`config.mk`:
```
export PLATFORM = sky130hd
export DESIGN_NAME = tracker_display_sequencer
export DESIGN_NICKNAME = d
export VERILOG_FILES = /design/src/rtl/tracker_display_sequencer.sv
export SDC_FILE = /design/constraint.sdc
export NUM_CORES = 1
export LEC_CHECK = 0
export CORE_ASPECT_RATIO = 0.7
export CORE_MARGIN = 2
export CORE_UTILIZATION = 42
export DETAILED_ROUTE_END_ITERATION = 16
export PLACE_DENSITY = 0.78
export SETUP_SLACK_MARGIN = 0.4
export SLEW_MARGIN = 20
export SYNTH_ARGS = -nofsm -noshare
export SYNTH_HDL_FRONTEND = slang
export SYNTH_SLANG_ARGS = --single-unit
```
`constraint.sdc`:
```
create_clock -name sys_clk -period 2.3 [get_ports sys_clk]
set_input_delay 0.23 -clock sys_clk [delete_from_list [all_inputs] [get_ports sys_clk]]
set_output_delay 0.23 -clock sys_clk [all_outputs]
set_load 0.005 [all_outputs]
```
`src/rtl/tracker_display_sequencer.sv`:
```
// Rotates the shared 4-digit BCD display through the enabled statistics
// sources, dwelling DWELL_SEC one_Hz_clk ticks on each, with a per-tick snapshot.
module tracker_display_sequencer #(
  parameter int unsigned DWELL_SEC = 2
) (
  input  logic        sys_clk,
  input  logic        reset,
  input  logic        one_Hz_clk,
  input  logic        pause,
  input  logic [3:0]  mode_en,
  input  logic [15:0] val0,
  input  logic [15:0] val1,
  input  logic [15:0] val2,
  input  logic [15:0] val3,
  output logic [1:0]  mode,
  output logic [3:0]  bcd3,
  output logic [3:0]  bcd2,
  output logic [3:0]  bcd1,
  output logic [3:0]  bcd0,
  output logic        blank,
  output logic        mode_change
);

  typedef enum logic {SHOW, BLANK} state_t;

  localparam logic [3:0] DWELL_LAST = 4'(DWELL_SEC - 1);

  logic        s1_q, s2_q, s3_q;
  logic        live_q, armed_q;
  logic        tick;
  state_t      state_q, state_d;
  logic [1:0]  mode_q, mode_d;
  logic [3:0]  dwell_q, dwell_d;
  logic [15:0] digits_q, digits_d;
  logic        blank_q, blank_d;
  logic        mc_q, mc_d;
  logic        load;
  logic [15:0] sel_val;

  // First enabled index scanning cyclically from base+off; base if none.
  function automatic logic [1:0] first_en(input logic [1:0] base,
                                          input logic [3:0] en,
                                          input logic [1:0] off);
    logic [1:0] r;
    logic [1:0] idx;
    logic       hit;
    r   = base;
    hit = 1'b0;
    for (int unsigned k = 0; k < 4; k++) begin
      idx = base + off + 2'(k);
      if (!hit && en[idx]) begin
        r   = idx;
        hit = 1'b1;
      end
    end
    return r;
  endfunction

  // Ticks are only armed once the synchronized input has been seen low after
  // reset, so a level held high through reset does not produce a spurious tick.
  assign tick = s2_q & ~s3_q & armed_q;

  always_comb begin
    state_d  = state_q;
    mode_d   = mode_q;
    dwell_d  = dwell_q;
    digits_d = digits_q;
    blank_d  = blank_q;
    mc_d     = 1'b0;
    load     = 1'b0;
    if (tick) begin
      case (state_q)
        SHOW: begin
          if (mode_en == '0) begin
            state_d  = BLANK;
            blank_d  = 1'b1;
            digits_d = '1;
            dwell_d  = '0;
          end else begin
            load = 1'b1;
            if (!mode_en[mode_q]) begin
              mode_d  = first_en(mode_q, mode_en, 2'd1);
              dwell_d = '0;
            end else if (!pause) begin
              if (dwell_q == DWELL_LAST) begin
                mode_d  = first_en(mode_q, mode_en, 2'd1);
                dwell_d = '0;
              end else begin
                dwell_d = dwell_q + 4'd1;
              end
            end
          end
        end
        BLANK: begin
          if (mode_en != '0) begin
            state_d = SHOW;
            blank_d = 1'b0;
            mode_d  = first_en(mode_q, mode_en, 2'd0);
            dwell_d = '0;
            load    = 1'b1;
          end
        end
        default: state_d = SHOW;
      endcase
    end

    case (mode_d)
      2'd0:    sel_val = val0;
      2'd1:    sel_val = val1;
      2'd2:    sel_val = val2;
      default: sel_val = val3;
    endcase
    if (load) begin
      digits_d = sel_val;
      mc_d     = (mode_d != mode_q);
    end
  end

  always_ff @(posedge sys_clk) begin
    if (reset) begin
      s1_q     <= 1'b0;
      s2_q     <= 1'b0;
      s3_q     <= 1'b0;
      live_q   <= 1'b0;
      armed_q  <= 1'b0;
      state_q  <= SHOW;
      mode_q   <= '0;
      dwell_q  <= '0;
      digits_q <= '0;
      blank_q  <= 1'b0;
      mc_q     <= 1'b0;
    end else begin
      s1_q     <= one_Hz_clk;
      s2_q     <= s1_q;
      s3_q     <= s2_q;
      live_q   <= 1'b1;
      if (live_q && !s1_q) armed_q <= 1'b1;
      state_q  <= state_d;
      mode_q   <= mode_d;
      dwell_q  <= dwell_d;
      digits_q <= digits_d;
      blank_q  <= blank_d;
      mc_q     <= mc_d;
    end
  end

  assign mode        = mode_q;
  assign bcd3        = digits_q[15:12];
  assign bcd2        = digits_q[11:8];
  assign bcd1        = digits_q[7:4];
  assign bcd0        = digits_q[3:0];
  assign blank       = blank_q;
  assign mode_change = mc_q;

endmodule

```
==> reports/qor.yml, run 1 <==
outcome: "finished, violations left"
violations: "negative setup slack"
path_class: "flip-flop to flip-flop"
overflow: 0
seq_area_um2: 608
cp_slowest_cell: "dfxtp_4"
coreArea_um2: 6250
synth-seq-area-share_pct: 22.0
numCtsBuffers: 5
antenna_left: 0
min_period_ns: 2.43
leakagePower_nw: 1.68
worstPathCellList: "buf_4 > buf_6 > nor3b_1 > o22ai_1 > mux2_4 > and3_4 > buf_12 > nor3_1 > nor3_1 > o41ai_1"
row_count: 24
yosysWarnings: 0
preCtsSetupSlack_ns: -0.537
grt_setup_unrepaired: "yes"
hold_path.class: "flip-flop to flip-flop"
wl_per_cell_um: 18.0
area_growth_syn_to_layout_pct: 65.4
report.final.slew_viol_count: 0
grt_pass1_vias: 3112
critPathArrivalTime_ns: 2.61
die_y_um: 71.5
fmax_mhz: 412
finalHoldViolations: 0
cts.sinks: 30
synth-edff-count: 0
start_util_pct: 43.8
grt_usage_pct: 26.1
place.gp.congestion: 0.898
final_core_util_pct: 72.4
cts_buffer_depth: 2
wirelength_um: 9780
setup_viol: 16
cts_hold_buffers: 0
antenna_found_initial: 0
hpwl_um: 6990
final_cells: 544
startpoint_type: "flip-flop"
synth.distinct_cells: 62
antenna_cells: 0
crit_path_end_kind: "flip-flop"
clock_latency_ns: 0.29
dp_cells: 526
path_clk_slew_ns: 0.07
dieArea_um2: 7180
synth-seq-cells: 30
grt_pass1_wl_um: 15100
vias: 3347
power_density_nw_per_um2: 368
io_buffer_count: 91
drtIter0Drc: 237
n_fill_cell: 466
async_flop_share_pct: 0
netlist_area_um2: 2730
finalNetCount: 541
path_buf_inv: 3
crit_top_cell: "nor3_1"
cts_tree: "yes"
slew_headroom_pct: 70.9
worst_slack_ns: -0.127
layout_commonest_cell: "clkdlybuf4s50_1"
avgSynthCellArea_um2: 8.08
synth-main-ff-cell: "dfxtp_1"
drive_above_1_share_pct: 33.5
max_stage_delay_ns: 0.38
required_ns: 2.49
grt_max_degree: 30
cap_violations: 0
skew_ns: 0.00460
multiInputGateArea_um2: 2210
mostFrequentLayoutCells: "clkdlybuf4s50_1 (87), buf_4 (49), dfxtp_1 (28)"
htreeDepth: 2
ios: 92
first_pass_iters: 5
timing.hold.ws_ns: 0.440
die_w_um: 100
drc_errors: 0
clock_tree.root_cell: "clkbuf_8"
synthesis.nets: 414
critPathTopFamily: "simple AND/OR/NAND/NOR gates"
crit_fanout: 16
layout_worst_path_cycle_share_pct: 106
synthCells: 338
finalSetupTns_ns: -0.828
peakVddDrop_mv: 0.240
viasPerCell: 6.15
tightest_slew_ns: 0.432
==> stage by stage <==
| step | total power, mW | cell area, um2 |
|---|---|---|
| after global placement | 0.950 | 4090 |
| after CTS | 1.65 | 4380 |
| after floorplan | 0.722 | 2900 |
| after detailed placement | 0.959 | 4090 |
| final | 1.66 | 4520 |
| after global routing | 1.73 | 4520 |
==> cell usage after synthesis, types with 2 or more instances <==
master / n / area [um2]
nand3_1: 5 / 25.0
ha_1: 4 / 50.1
buf_4: 2 / 15.0
a221oi_1: 28 / 245
nor3b_1: 4 / 30.0
clkbuf_1: 8 / 30.0
nor2_1: 20 / 75.1
inv_1: 3 / 11.3
a31oi_1: 3 / 18.8
or3_1: 2 / 12.5
o21a_1: 2 / 15.0
o21ai_1: 10 / 50.1
a211o_1: 6 / 52.6
nand2b_1: 4 / 25.0
nand2_1: 29 / 109
mux2i_1: 11 / 110
buf_2: 11 / 55.1
a311o_1: 7 / 70.1
mux2_2: 11 / 124
o21ai_0: 20 / 100
nor2b_1: 5 / 31.3
nor3_1: 28 / 140
buf_6: 7 / 78.8
and3_1: 3 / 18.8
o31ai_1: 2 / 15.0
a211oi_1: 16 / 120
inv_2: 2 / 7.51
dfxtp_1: 30 / 601
a21oi_1: 20 / 100
a211oi_2: 3 / 37.5
==> power by group <==
part	switching [mW]	internal [mW]	total [mW]
registers	0.0112	0.535	0.547
clock network	0.223	0.462	0.686
logic	0.182	0.250	0.432
==> repair_timing <==
action                     in CTS  in global routing
resized for setup              31                 22
cloned                          1                  1
buffers inserted                5                  3
setup endpoints to repair      25                 23
pin swaps                       5                  4
==> final cells by class <==
| type | count | area share, % |
|---|---|---|
| multi-input cells | 273 | 49.0 |
| repair buffers | 150 | 31.9 |
| flip-flops and latches | 30 | 13.5 |
| well taps | 78 | 2.16 |
| clock buffers | 6 | 1.83 |
| clock inverters | 2 | 1.33 |
| inverters | 5 | 0.415 |
==> flip-flops by register name (all words and copies together), names as in the netlist <==
register	cells
state_q	1
mode_change	1
s1_q	1
dwell_q	4
live_q	1
s2_q	1
digits_q	16
armed_q	1
mode	2
s3_q	1
blank	1
==> path summary, 6_finish.rpt <==
path                        to  slack [ns]  depth (start not counted)    start
hold reg to reg           s2_q        0.44                          2     s1_q
setup / recovery  digits_q[12]       -0.13                         10  mode[1]
setup reg to reg  digits_q[12]       -0.13                         10  mode[1]
hold / removal            s2_q        0.44                          2     s1_q
==> worst min-delay path: cells and delay by family (launching register included) <==
kind,cells,cell delay [ns]
flip-flops,1,0.30
buffers and inverters,1,0.06
AND/OR/NAND/NOR,1,0.04
==> cells by family (layout without fill, tap and decap cells) <==
family,after synthesis,count (layout),share of synthesized area [%]
mux,24,24,9.80
compound gates,131,132,35.6
simple gates,112,112,21.7
flops,30,30,22.0
buf+inv,36,163,8.10
xor+xnor,1,1,1.01
fa+ha+maj,4,4,1.83
==> routing by layer <==
layer	vias up	wire [um]	GRT usage, %
met5	-	0	0
met4	0	114	5.94
li1	1586	-	-
met1	1586	4480	36.0
met3	15	725	5.17
met2	160	4460	42.4
(Power assumes the default switching activity.)
==> run 2: changes to the inputs <==
--- a/config.mk
+++ b/config.mk
@@ -11,6 +11,7 @@
 export DETAILED_ROUTE_END_ITERATION = 16
 export PLACE_DENSITY = 0.78
 export SETUP_SLACK_MARGIN = 0.4
+export SKIP_CTS_REPAIR_TIMING = 1
 export SLEW_MARGIN = 20
 export SYNTH_ARGS = -nofsm -noshare
 export SYNTH_HDL_FRONTEND = slang
==> run 2 against run 1 <==
Against the previous run:
- the flow still finishes with violations (negative setup slack)
- largest power group unchanged
- sequential share of layout area rose by 0.098 points
- clock skew shrank 0.0014 ns
- clock power about the same
- cell count fell by 0.55%
- core utilization down 0.52 points
- clock-buffer cell count unchanged
- die area unchanged
- largest cell class unchanged
- final area is 0.72% lower
- first-iteration DRC count up 1.7%
- via count fell by 1.3%
- fmax rose by 0.21%
- non-clock buffer count shrank 2
==> reports/qor.yml, run 2 (synthesis gave the netlist of run 1 again) <==
crit_start: "mode[0]"
place_area_um2: 4090
dieArea_um2: 7180
report.final.slew_viol_count: 0
min-delay-start: "s1_q"
startpoint_type: "flip-flop"
leakagePower_nw: 1.69
stdcell_area_um2: 4490
grt_pass1_wl_um: 14500
crit_path_end_kind: "flip-flop"
critPathArrivalTime_ns: 2.62
setup_viol: 16
die_w_um: 100
layout_worst_path_cycle_share_pct: 105
rr_endpoint: "digits_q[12]"
slew_headroom_pct: 72.2
path_clk_slew_ns: 0.07
cts_tree: "yes"
antenna_found_initial: 0
power_density_nw_per_um2: 370
regMostFlops: "digits_q"
wl_per_cell_um: 17.6
cts.sinks: 30
clock_latency_ns: 0.29
finalHoldViolations: 0
grt_setup_unrepaired: "yes"
area_growth_syn_to_layout_pct: 64.2
grt_max_degree: 30
start_util_pct: 43.8
largest_register_ffs: 16
fmax_mhz: 413
whs_path_depth: 2
mostFrequentLayoutCells: "clkdlybuf4s50_1 (87), buf_4 (50), dfxtp_1 (28)"
crit_fanout: 12
grt_usage_pct: 25.0
holdPathEnd: "s2_q"
cts_buffer_depth: 2
io_buffer_count: 91
htreeDepth: 2
grt_pass1_vias: 3053
drive_above_1_share_pct: 32.4
cap_violations: 0
antenna_cells: 0
first_pass_iters: 5
antenna_left: 0
die_y_um: 71.5
hpwl_um: 6990
vias: 3305
peakVddDrop_mv: 0.241
coreArea_um2: 6250
min_period_ns: 2.42
finalNetCount: 538
drc_errors: 0
drtIter0Drc: 241
n_fill_cell: 464
outcome: "finished, violations left"
violations: "negative setup slack"
tightest_slew_ns: 0.417
overflow: 0
worst_slack_ns: -0.122
finalSetupTns_ns: -1.23
wirelength_um: 9500
numCtsBuffers: 5
r2r_start: "mode[0]"
r2r_cells: 11
ios: 92
hold_path.class: "flip-flop to flip-flop"
viasPerCell: 6.11
total_power_mw: 1.66
layout_commonest_cell: "clkdlybuf4s50_1"
place.gp.congestion: 0.898
path_class: "flip-flop to flip-flop"
reg2reg_setup_slack_ns: -0.12
clock_tree.root_cell: "clkbuf_8"
row_count: 24
required_ns: 2.49
skew_ns: 0.00324
==> run 2: cell types whose count changed in the layout (fill, tap and decap cells not counted), sizes merged <==
cell / change
dlygate4sd2: -1
a21o: -1
buf: -1
dlymetal6s2s: +4
clkdlybuf4s15: -2
clkbuf: -2
==> run 2: area by class of cell <==
cell class                      count  area, um2  area share [%]
Multi-Input combinational cell    272       2210            49.3
Timing Repair Buffer              148       1410            31.4
Sequential cell                    30        608            13.5
Tap cell                           78       97.6            2.17
Clock buffer                        6       82.6            1.84
Clock inverter                      2       60.1            1.34
Inverter                            5       18.8           0.418
==> run 2: report_power, final <==
group	leakage, nW	switching, mW	internal, mW	total (mW)
combinational	1.37	0.180	0.249	0.429
clock	0.0714	0.221	0.462	0.683
sequential	0.245	0.0112	0.536	0.547
total	1.69	0.412	1.25	1.66
==> run 2: routing by layer <==
metal	part of all wire, %	track usage, %	up-vias	wire [um]
met5	0	0	-	0
li1	-	-	1572	-
met1	46	34.5	1556	4410
met2	44	40.0	165	4200
met4	1.2	6.24	0	117
met3	8.1	5.46	12	765
==> run 2: worst max-delay path, stage by stage, from the launching register on <==
cell and delay (ns):
dfxtp_4 0.40, and3b_1 0.23, o21ai_2 0.14, nor4b_4 0.32, buf_4 0.21, buf_6 0.10, nand2_2 0.06, o21a_1 0.21
o21ai_1 0.17, buf_4 0.16, nor3_2 0.05, o41ai_2 0.26
==> run 2: worst max path at each step <==
stage	to	slack (ns)	cells past startpoint
floorplan	digits_q[8]	-0.03	10
global placement	digits_q[3]	-0.44	10
detailed placement	digits_q[2]	-0.54	10
CTS	digits_q[0]	-0.23	10
global route	digits_q[12]	-0.23	12
finish	digits_q[12]	-0.12	11
==> run 2: per-stage QoR <==
step           setup WS [ns]  utilization, %  std cells  hold slack [ns]
2_1_floorplan        -0.0305               -        338            0.302
3_3_place_gp          -0.441            65.5        526            0.429
3_5_place_dp          -0.537            65.5        526            0.436
4_1_cts               -0.232            67.8        534            0.442
5_1_grt               -0.229            71.9        541            0.465
6_report              -0.122            71.9        541            0.439
==> run 3: changes to the inputs <==
--- a/config.mk
+++ b/config.mk
@@ -6,7 +6,7 @@
 export NUM_CORES = 1
 export LEC_CHECK = 0
 export CORE_ASPECT_RATIO = 0.7
-export CORE_MARGIN = 2
+export CORE_MARGIN = 5
 export CORE_UTILIZATION = 42
 export DETAILED_ROUTE_END_ITERATION = 16
 export PLACE_DENSITY = 0.78
==> run 3 against run 2 <==
Against the previous run:
- the flow still finishes with violations (negative setup slack)
- combinational power rose by 7.9%
- core utilization rose by 4.0 points
- via count rose by 3.2%
- setup slack improved by 0.050 ns
- cell count rose by 1.8%
- critical endpoint is now digits_q[3]
- largest cell class unchanged
==> reports/qor.yml, run 3 (synthesis gave the netlist of run 1 again) <==
outcome: "finished, violations left"
violations: "negative setup slack"
clock_tree.root_cell: "clkbuf_8"
htreeDepth: 2
setup_viol: 11
wl_per_cell_um: 19.0
dieArea_um2: 8250
io_buffer_count: 91
min-delay-start: "s1_q"
total_power_mw: 1.69
numCtsBuffers: 5
worst_slack_ns: -0.0712
cts.sinks: 30
cts_buffer_depth: 2
hpwl_um: 7270
seq_power_share_pct: 32.3
grt_pass1_wl_um: 15300
hold_path.class: "flip-flop to flip-flop"
vias: 3411
drive_above_1_share_pct: 37.0
pwr-share-comb_pct: 27.3
grt_max_degree: 24
critPathArrivalTime_ns: 2.52
peakVddDrop_mv: 0.310
crit_fanout: 6
wirelength_um: 10500
place.gp.congestion: 0.891
finalHoldViolations: 0
p_clk_share_pct: 40.4
viasPerCell: 6.19
overflow: 0
first_pass_iters: 5
fmax_mhz: 422
area_growth_syn_to_layout_pct: 74.2
startpoint_type: "flip-flop"
coreArea_um2: 6280
netSwitchingPower_mw: 0.430
grt_pass1_vias: 3039
grt_usage_pct: 22.3
antenna_cells: 0
drc_errors: 0
leakagePower_nw: 1.81
die_w_um: 106
die_y_um: 77.5
skew_ns: 0.00742
regMostFlops: "digits_q"
preCtsSetupSlack_ns: -0.670
mostFrequentLayoutCells: "clkdlybuf4s50_1 (87), buf_4 (52), dfxtp_1 (28)"
final_cells: 551
internal_power_mw: 1.26
finalNetCount: 548
min_period_ns: 2.37
largest_register_ffs: 16
p_sw_share_pct: 25.4
power_density_nw_per_um2: 356
row_count: 24
path_clk_slew_ns: 0.07
antenna_found_initial: 0
layout_worst_path_cycle_share_pct: 103
final_core_util_pct: 75.8
layout_commonest_cell: "clkdlybuf4s50_1"
r2r_start: "mode[1]"
ios: 92
slew_headroom_pct: 68.1
crit_start: "mode[1]"
report.final.slew_viol_count: 0
path_class: "flip-flop to flip-flop"
required_ns: 2.45
finalSetupTns_ns: -0.581
drtIter0Drc: 256
clock_latency_ns: 0.29
cts_tree: "yes"
crit_path_end_kind: "flip-flop"
antenna_left: 0
start_util_pct: 43.5
cap_violations: 0
tightest_slew_ns: 0.479
dp_cells: 533
grt_setup_unrepaired: "yes"
[run 3: cell count changes in the layout (fill, tap and decap cells not counted), sizes merged]
cell,delta
buf,+9
clkbuf,+1
[run 3: path summary, 6_finish.rpt]
kind | to | slack, ns | depth (start not counted)
worst max-delay path | digits_q[3] | -0.07 | 11
worst min-delay path | s2_q | 0.43 | 2
worst max register to register | digits_q[3] | -0.07 | 11
worst min register to register | s2_q | 0.43 | 2
[run 3: stage by stage]
stage	hold WS, ns	cell area [um2]
6_report	0.431	4760
5_1_grt	0.454	4760
4_1_cts	0.435	4290
3_5_place_dp	0.425	4140
3_3_place_gp	0.426	4140
2_1_floorplan	0.302	2900
[run 3: layout make-up]
class / instances / area [um2]
Sequential cell: 30 / 608
Tap cell: 78 / 97.6
Clock buffer: 6 / 82.6
Multi-Input combinational cell: 272 / 2350
Timing Repair Buffer: 158 / 1550
Inverter: 5 / 18.8
Fill cell: 426 / 1520
Clock inverter: 2 / 60.1
[run 3: worst max-delay path, cell delays in order (launching register included)]
cell	delay, ns
dfxtp_4	0.41
nand2b_4	0.14
a211oi_2	0.06
buf_4	0.16
nor4b_4	0.31
buf_6	0.18
o21ai_4	0.08
xnor2_4	0.27
buf_12	0.16
mux2_2	0.33
nor2_1	0.09
a211oi_1	0.06
[run 3: layer usage]
metal	track usage (%)	wire (um)	share of wire [%]
met3	5.39	982	9.4
met5	0	0	0
met2	35.3	4630	44
met1	31.8	4810	46
met4	3.07	63	0.60
[run 3: power groups by stage]
stage	Sequential, mW	Clock [mW]	Combinational (mW)
final	0.547	0.684	0.463
after global routing	0.548	0.727	0.491
after CTS	0.548	0.695	0.407
after detailed placement	0.560	0	0.404
after global placement	0.559	0	0.397
after floorplan	0.558	0	0.164
